$ cat src/rtl/seq_div_pkg.sv
// Shared types and constants for the sequential restoring divider.
package seq_div_pkg;

  localparam int unsigned DEF_WIDTH = 8;

  typedef enum logic [1:0] {
    IDLE = 2'd0,
    CALC = 2'd1,
    DONE = 2'd2
  } state_t;

endpackage

$ cat src/rtl/cla_sub.sv
// Parallel-prefix carry-lookahead subtractor: diff = a + ~b + 1.
// carry = 1 means a >= b (the difference is non-negative).
module cla_sub #(
  parameter int unsigned WIDTH = 9
) (
  input  logic [WIDTH-1:0] a,
  input  logic [WIDTH-1:0] b,
  output logic [WIDTH-1:0] diff,
  output logic             carry
);

  // Generate/propagate prefix tree, then carries with a forced carry-in of 1.
  always_comb begin
    logic [WIDTH-1:0] p;
    logic [WIDTH-1:0] g;
    logic [WIDTH-1:0] gp;
    logic [WIDTH-1:0] pp;
    logic [WIDTH:0]   c;
    p  = a ^ ~b;
    g  = a & ~b;
    gp = g;
    pp = p;
    // Descending index keeps gp[i-d]/pp[i-d] at their previous-stage values.
    for (int d = 1; d < int'(WIDTH); d = d * 2) begin
      for (int i = int'(WIDTH) - 1; i >= d; i--) begin
        gp[i] = gp[i] | (pp[i] & gp[i-d]);
        pp[i] = pp[i] & pp[i-d];
      end
    end
    c[0] = 1'b1;
    for (int i = 0; i < int'(WIDTH); i++) begin
      c[i+1] = gp[i] | pp[i];
    end
    diff  = p ^ c[WIDTH-1:0];
    carry = c[WIDTH];
  end

endmodule

$ cat src/rtl/seq_div.sv
// Sequential unsigned restoring divider, one quotient bit per clock.
// Optional macro SEQ_DIV_DIV0_FAST_EN: a zero divisor finishes after one
// cycle instead of running the full iteration loop (same results).
module seq_div
  import seq_div_pkg::*;
#(
  parameter int unsigned WIDTH = DEF_WIDTH
) (
  input  logic             clk,
  input  logic             rst_n,
  input  logic             in_valid,
  output logic             in_ready,
  input  logic [WIDTH-1:0] dividend,
  input  logic [WIDTH-1:0] divisor,
  output logic             out_valid,
  input  logic             out_ready,
  output logic [WIDTH-1:0] quotient,
  output logic [WIDTH-1:0] remainder,
  output logic             div0
);

  localparam int unsigned CW = $clog2(WIDTH + 1);
  localparam int unsigned TW = WIDTH + 1;

  state_t           state;
  state_t           state_nx;
  logic [WIDTH-1:0] rem_r;
  logic [WIDTH-1:0] rem_nx;
  logic [WIDTH-1:0] q_r;
  logic [WIDTH-1:0] q_nx;
  logic [WIDTH-1:0] dsr_r;
  logic [WIDTH-1:0] dsr_nx;
  logic [CW-1:0]    cnt_r;
  logic [CW-1:0]    cnt_nx;
  logic [WIDTH-1:0] quotient_nx;
  logic [WIDTH-1:0] remainder_nx;
  logic             div0_nx;
  logic             in_ready_nx;
  logic             out_valid_nx;

  logic [TW-1:0]    shifted_c;
  logic [TW-1:0]    trial_c;
  logic             nonneg_c;

  // Partial remainder shifted left with the next dividend bit brought in.
  assign shifted_c = {rem_r, q_r[WIDTH-1]};

  // Trial subtraction of the latched divisor.
  cla_sub #(
    .WIDTH(TW)
  ) u_sub (
    .a     (shifted_c),
    .b     ({1'b0, dsr_r}),
    .diff  (trial_c),
    .carry (nonneg_c)
  );

  // Next-state, datapath and output decode.
  always_comb begin
    state_nx     = state;
    rem_nx       = rem_r;
    q_nx         = q_r;
    dsr_nx       = dsr_r;
    cnt_nx       = cnt_r;
    quotient_nx  = quotient;
    remainder_nx = remainder;
    div0_nx      = div0;

    unique case (state)
      IDLE: begin
        if (in_valid && in_ready) begin
          dsr_nx   = divisor;
          rem_nx   = '0;
          q_nx     = dividend;
          cnt_nx   = '0;
          state_nx = CALC;
        end
      end

      CALC: begin
`ifdef SEQ_DIV_DIV0_FAST_EN
        // q_r still holds the untouched dividend on the first CALC cycle.
        if (dsr_r == '0) begin
          quotient_nx  = '1;
          remainder_nx = q_r;
          div0_nx      = 1'b1;
          cnt_nx       = '0;
          state_nx     = DONE;
        end else begin
`else
        begin
`endif
          if (nonneg_c) begin
            rem_nx = trial_c[WIDTH-1:0];
            q_nx   = {q_r[WIDTH-2:0], 1'b1};
          end else begin
            rem_nx = shifted_c[WIDTH-1:0];
            q_nx   = {q_r[WIDTH-2:0], 1'b0};
          end
          cnt_nx = cnt_r + CW'(1);
          if (cnt_r == CW'(WIDTH - 1)) begin
            quotient_nx  = q_nx;
            remainder_nx = rem_nx;
            div0_nx      = (dsr_r == '0);
            cnt_nx       = '0;
            state_nx     = DONE;
          end
        end
      end

      DONE: begin
        if (out_ready) begin
          state_nx = IDLE;
        end
      end

      default: begin
        state_nx = IDLE;
      end
    endcase

    in_ready_nx  = (state_nx == IDLE);
    out_valid_nx = (state_nx == DONE);
  end

  // State, datapath and registered outputs.
  always_ff @(posedge clk or negedge rst_n) begin
    if (!rst_n) begin
      state     <= IDLE;
      rem_r     <= '0;
      q_r       <= '0;
      dsr_r     <= '0;
      cnt_r     <= '0;
      quotient  <= '0;
      remainder <= '0;
      div0      <= 1'b0;
      in_ready  <= 1'b1;
      out_valid <= 1'b0;
    end else begin
      state     <= state_nx;
      rem_r     <= rem_nx;
      q_r       <= q_nx;
      dsr_r     <= dsr_nx;
      cnt_r     <= cnt_nx;
      quotient  <= quotient_nx;
      remainder <= remainder_nx;
      div0      <= div0_nx;
      in_ready  <= in_ready_nx;
      out_valid <= out_valid_nx;
    end
  end

endmodule

$ cat config.mk
export PLATFORM = sky130hd
export DESIGN_NAME = seq_div
export DESIGN_NICKNAME = d
export VERILOG_FILES = /design/src/rtl/seq_div_pkg.sv /design/src/rtl/cla_sub.sv /design/src/rtl/seq_div.sv
export SDC_FILE = /design/constraint.sdc
export NUM_CORES = 1
export LEC_CHECK = 0
export CELL_PAD_IN_SITES_DETAIL_PLACEMENT = 2
export CELL_PAD_IN_SITES_GLOBAL_PLACEMENT = 2
export CORE_MARGIN = 8
export CORE_UTILIZATION = 35
export DETAILED_ROUTE_END_ITERATION = 10
export GPL_ROUTABILITY_DRIVEN = 0
export GPL_TIMING_DRIVEN = 1
export PLACE_DENSITY_LB_ADDON = 0.1
export SYNTH_ARGS = -nofsm -noshare
export SYNTH_HDL_FRONTEND = slang
export SYNTH_SLANG_ARGS = --single-unit
$ cat constraint.sdc
create_clock -name clk -period 4.1 [get_ports clk]
set_input_delay 0.41 -clock clk [delete_from_list [all_inputs] [get_ports clk]]
set_output_delay 0.41 -clock clk [all_outputs]
set_load 0.02 [all_outputs]
### Yosys cells after proc, flatten, opt, wreduce, memory -nomap -nowiden

Cells that the tools add are included.

| word-level totals | value |
|---|---|
| RAM bits | 0 |
| memories kept | 0 |
| register bits after elaboration | 49 |
| latch bits | 0 |
| bits in read-only memories | 0 |

| operators by class | value |
|---|---|
| bitwise logic cells | 66 |
| div/mod/pow operators | 0 |
| magnitude comparators | 0 |
| eq/ne operators | 5 |
| $mul | 0 |
| mux-type cells | 13 |
| shift operators | 0 |
| reductions and logical operators | 8 |
| add/subtract/negate cells | 1 |

Operator list:

| operator | count |
|---|---|
| 1-bit bitwise AND | 36 |
| 8-bit one-hot mux with 2 select lines | 2 |
| 1-bit bitwise OR | 26 |
| 8-bit two-way mux | 3 |
| 9-bit bitwise AND | 1 |
| 8-bit inverter with 9-bit output | 1 |
| 9-bit bitwise XOR | 1 |
| 8-bit zero test | 1 |
| 4-bit two-way mux | 2 |
| 4-bit one-hot mux with 2 select lines | 1 |
| 8-bit bitwise XOR | 1 |
| 2-bit two-way mux | 3 |
| 2-bit one-hot mux with 3 select lines | 1 |
| 2-bit AND reduction | 3 |
| 4-bit by 1-bit adder with 4-bit output, second input constant | 1 |
| 2-bit == test, second input constant | 2 |
| 4-bit by 3-bit == test with 1-bit output, second input constant | 1 |
| 2-bit zero test | 2 |
| 2-bit by 1-bit == test with 1-bit output, second input constant | 1 |
| 2-bit inequality test, second input constant | 1 |
| 2-bit nonzero test | 1 |
| 1-bit logical AND | 1 |
| 1-bit two-way mux | 1 |

### Logic depth before layout (Yosys ltp)

| depth | value |
|---|---|
| depth in word-level cells | 12 |
| gate-level depth with buffers | 7 |
| gate-level depth less buffers | 7 |

### Modules after synthesis

Synthesis repeated with hierarchy kept, for this count alone.

| unflattened totals | value |
|---|---|
| cells, all modules | 225 |
| area, all modules | 2,557.5 sq um |

Modules (own cells, without submodules):

| module | cells an instance | instances | seq. area each (sq um) | area an instance (sq um) |
|---|---|---|---|---|
| seq_div | 171 | 1 | 1,227.4 | 2,155.8 |
| cla_sub | 54 | 1 | 0.0 | 401.6 |

### Worst setup path before layout

No wires, ideal clock.

| path | value |
|---|---|
| path kind | reg2reg |
| start | register rem_r[1] |
| end | register rem_r[7] |
| period minus slack after synthesis | 1,877 ps |
| library setup time | 95 ps |
| buffers on the path | 0 |
| required time | 4,005 ps |
| setup slack | 2,223 ps |
| data arrival time | 1,781 ps |
| cell stages (with the launch flop) | 7 |
| cells stage by stage | dfrtp_1 ha_1 o211ai_2 a21o_1 a32oi_1 mux2_1 o31ai_1 |

| between the ends | value |
|---|---|
| cells in the longest elaborated chain, start to end | 11 |
| elaborated cells between the ends (all ways) | 25 |
| those cells by class | mux (2); bitwise (23) |

Ends and longest elaborated chain:

| item | RTL line | RTL |
|---|---|---|
| start, declared | seq_div.sv:27 | `logic [WIDTH-1:0] rem_r;` |
| start signal, assigned | seq_div.sv:141 | `rem_r <= rem_nx;` |
| 9-bit bitwise XOR | cla_sub.sv:19 | `p = a ^ ~b;` |
| 1-bit bitwise AND | cla_sub.sv:26 | `gp[i] = gp[i] \| (pp[i] & gp[i-d]);` |
| 1-bit bitwise OR | cla_sub.sv:26 |  |
| 1-bit bitwise AND | cla_sub.sv:26 |  |
| 1-bit bitwise OR | cla_sub.sv:26 |  |
| 1-bit bitwise AND | cla_sub.sv:26 |  |
| 1-bit bitwise OR (2 in series) | cla_sub.sv:26 |  |
| 1-bit bitwise OR | cla_sub.sv:32 | `c[i+1] = gp[i] \| pp[i];` |
| 8-bit two-way mux (*) | seq_div.sv:93 | `if (nonneg_c) begin` |
| 8-bit one-hot mux with 2 select lines (*) | seq_div.sv:69 | `unique case (state)` |

Mark *: on every way between the ends. The rest lies on a longest branch, timed or not.
A chain may end at the register's enable or synchronous reset.

### Worst setup path after layout

| path | value |
|---|---|
| start | register q_r[7] |
| end | register remainder[5] |

| between the ends | value |
|---|---|
| cells in the longest elaborated chain, start to end | 6 |
| elaborated cells between the ends (all ways) | 12 |
| those cells by class | mux (1); bitwise (11) |

Ends and longest elaborated chain:

| item | RTL line | RTL |
|---|---|---|
| start, declared | seq_div.sv:29 | `logic [WIDTH-1:0] q_r;` |
| start signal, assigned | seq_div.sv:142 | `q_r <= q_nx;` |
| 9-bit bitwise AND | cla_sub.sv:20 | `g = a & ~b;` |
| 1-bit bitwise AND | cla_sub.sv:26 |  |
| 1-bit bitwise OR | cla_sub.sv:26 |  |
| 1-bit bitwise OR | cla_sub.sv:32 |  |
| 8-bit bitwise XOR | cla_sub.sv:34 | `diff = p ^ c[WIDTH-1:0];` |
| 8-bit two-way mux (*) | seq_div.sv:93 |  |
| end signal, assigned | seq_div.sv:146 | `remainder <= remainder_nx;` |
| end, declared | seq_div.sv:18 | `output logic [WIDTH-1:0] remainder,` |

Marks and branches as above.

==> metrics.txt <==
site row count 30; switching pwr 1.26 mW; Max-slew headroom 0.359; asr flop ratio synth 1.00; Peak Freq 452 MHz; Setup WS post-layout 1890 ps; internal power 1.53 mW; cells after synthesis 263; Slew @ Worst Pin 961 ps; initial cell density of the core 0.359; unrepaired setup endpoints after global routing no; Reg power frac 0.308; clk_skew 9.67 ps; Sequential cell area 1230 um^2; data required time at the worst endpoint 4250 ps; post-synthesis sequential element count 49; Multi-input gate area 1090 um^2; final setup vio count 0; syn avg cell area 9.17 um^2; total number of yosys warnings 0; post-cts gate resize count 0; Post-Syn Area 2410 um^2; chip height 99.0 um; Initial DRC Count 58; Layout Cell Area excl Fill 2970 um^2; DRC Markers 0; via count of the first global-routing pass 2,249; GR Util met1 0.185; Non-Filler Instances 380; number of H-tree levels 2; largest net degree at the start of global routing 50; Antenna Nets Post-Route 0; crit end category flop; drt via density 5.21; most used routing layer met2; CTS Buf Count 5; power share of the combinational group 0.568; Seq/Total Area, Yosys 0.509; syn_nets 293; Placement Cell Area 2850 um^2; hold crit path type in2async; period utilization 0.539; Final Hold Viols 0; post-synth cell types 42; Clock Latency Late Sink 300 ps; Core ar. 6720 um^2; Net count, final 329; Data arrival, critical path 2360 ps; PwrDens 941 nW/um^2; per-cell routed wire length 17.3 um; buffers added on ports 38; Main synth FF type dfrtp_1; crit-path max FO 10; Hold-fix buffers, CTS 0; switch share 0.452; dpl ws 1780 ps; status finished clean; dpl hpwl 4880 um; Die W 99.0 um; Worst setup SP type flop; global route overflow 0; met3 Track Usage GR 0.0338; fin crit period 2210 ps; Crit Path Class reg2reg; num ports 39; fillcell total 734; layout cell share with drive strength beyond 1 0.0667; Via Count 1,980; gr usage total 0.145; # diodes 0; clk sinks 49; worst-case clock buffer depth 2; Clock Power Share 0.124; Max-Cap Viols 0; area grow syn2layout 22.9%; drt pass-1 iters 4; fin. max-slew vios 0; first-pass GRT wire length 11,400 um; die area 9800 um^2; maximum vdd ir drop 392 uV; postcts setup bufs 0; placed instance count 372; CTS tree yes; initial antenna violation count 0; Pleak 1.35 nW; Post-synth EDFFs 0; final WL 6570 um; grt met2 use 0.235; Fin Setup TNS 0 ps; Root Buffer clkbuf_8; Clock transition at path regs 90 ps
[cell usage in the layout (no fill, tap or decap), drive strengths merged, types with 3 or more instances in the layout]
cell type,n
nand2,66
ha,10
a211oi,4
mux2i,5
dfrtp,48
clkbuf,6
o31ai,3
inv,12
xor2,3
nor3,4
nor2,18
o21ai,29
a31oi,8
nand3,13
buf,3
a21oi,4
clkdlybuf4s50,37
[registers in the layout, indices dropped and copies added (netlist names)]
name       cells
remainder      8
quotient       8
dsr_r          8
q_r            8
cnt_r          4
div0           1
in_ready       1
state          2
out_valid      1
rem_r          8
[power groups by stage]
| stage | clock network, mW | registers, mW | logic, mW |
|---|---|---|---|
| floorplan | 0 | 0.929 | 1.01 |
| global placement | 0 | 0.861 | 1.52 |
| detailed placement | 0 | 0.875 | 1.59 |
| CTS | 0.363 | 0.865 | 1.61 |
| global route | 0.375 | 0.895 | 1.76 |
| finish | 0.346 | 0.861 | 1.58 |
[per-layer routing]
layer  routed length (um)  part of all wire  vias to the layer above
li1                     -                 -                      969
met1                 3220              0.49                      973
met2                 3050              0.46                       34
met3                  230             0.035                        4
met4                   76             0.012                        0
met5                    0                 0                        -
[synthesized netlist by cell type, drive strengths merged (2+ instances only)]
cell type,count,area share
buf,7,0.014
a31oi,8,0.021
nand3,13,0.027
xor2,3,0.011
mux2i,5,0.021
nor4,2,0.0052
a21oi,4,0.0099
o31ai,3,0.0093
ha,10,0.052
clkbuf,4,0.0062
a211oi,4,0.015
nor2,18,0.032
nor3,4,0.0083
nand2,66,0.10
a21o,2,0.0062
nand2b,2,0.0052
inv,12,0.019
o21ai,29,0.063
and2,2,0.0052
and3,2,0.0052
xnor2,2,0.0073
dfrtp,48,0.50
mux2,2,0.011
o211ai,2,0.0083
[final cells by class]
type | count | share of cell area
Timing Repair Buffer | 40 | 0.132
Tap cell | 80 | 0.0338
Clock buffer | 6 | 0.0245
Multi-Input combinational cell | 191 | 0.368
Clock inverter | 2 | 0.0131
Inverter | 12 | 0.0152
Sequential cell | 49 | 0.414
[path summary, 6_finish.rpt]
| kind | start | end | slack [ps] | cells past startpoint |
|---|---|---|---|---|
| max in group asynchronous | rst_n | remainder[0] | 3480 | 2 |
| min reg2reg | quotient[6] | quotient[6] | 480 | 2 |
| min | rst_n | out_valid | 200 | 2 |
| max reg2reg | q_r[7] | remainder[5] | 1890 | 7 |
| min in group clk | quotient[6] | quotient[6] | 480 | 2 |
| max | q_r[7] | remainder[5] | 1890 | 7 |
[critical path, cell delays in order (launching register included)]
cell	delay, ps
dfrtp_1	380
inv_1	70
ha_1	350
o211ai_2	300
a211oi_2	160
nor2_4	340
mux2i_1	370
o21ai_1	90
[cells by family after synthesis]
logic type,synth area share
AND/OR/NAND/NOR,0.202
AO/OA/AOI/OAI,0.149
flip-flops,0.509
buffers and inverters,0.0389
adder cells (fa/ha/maj),0.0519
multiplexers,0.0316
XOR/XNOR,0.0182
[metrics by stage]
stage | util | power [mW] | hold slack, ps
floorplan | - | 1.94 | 114
global placement | 0.425 | 2.38 | 458
detailed placement | 0.425 | 2.47 | 462
CTS | 0.441 | 2.84 | 221
global route | 0.441 | 3.03 | 248
finish | 0.441 | 2.79 | 199
Note: power is estimated with default switching activity, not from simulation.
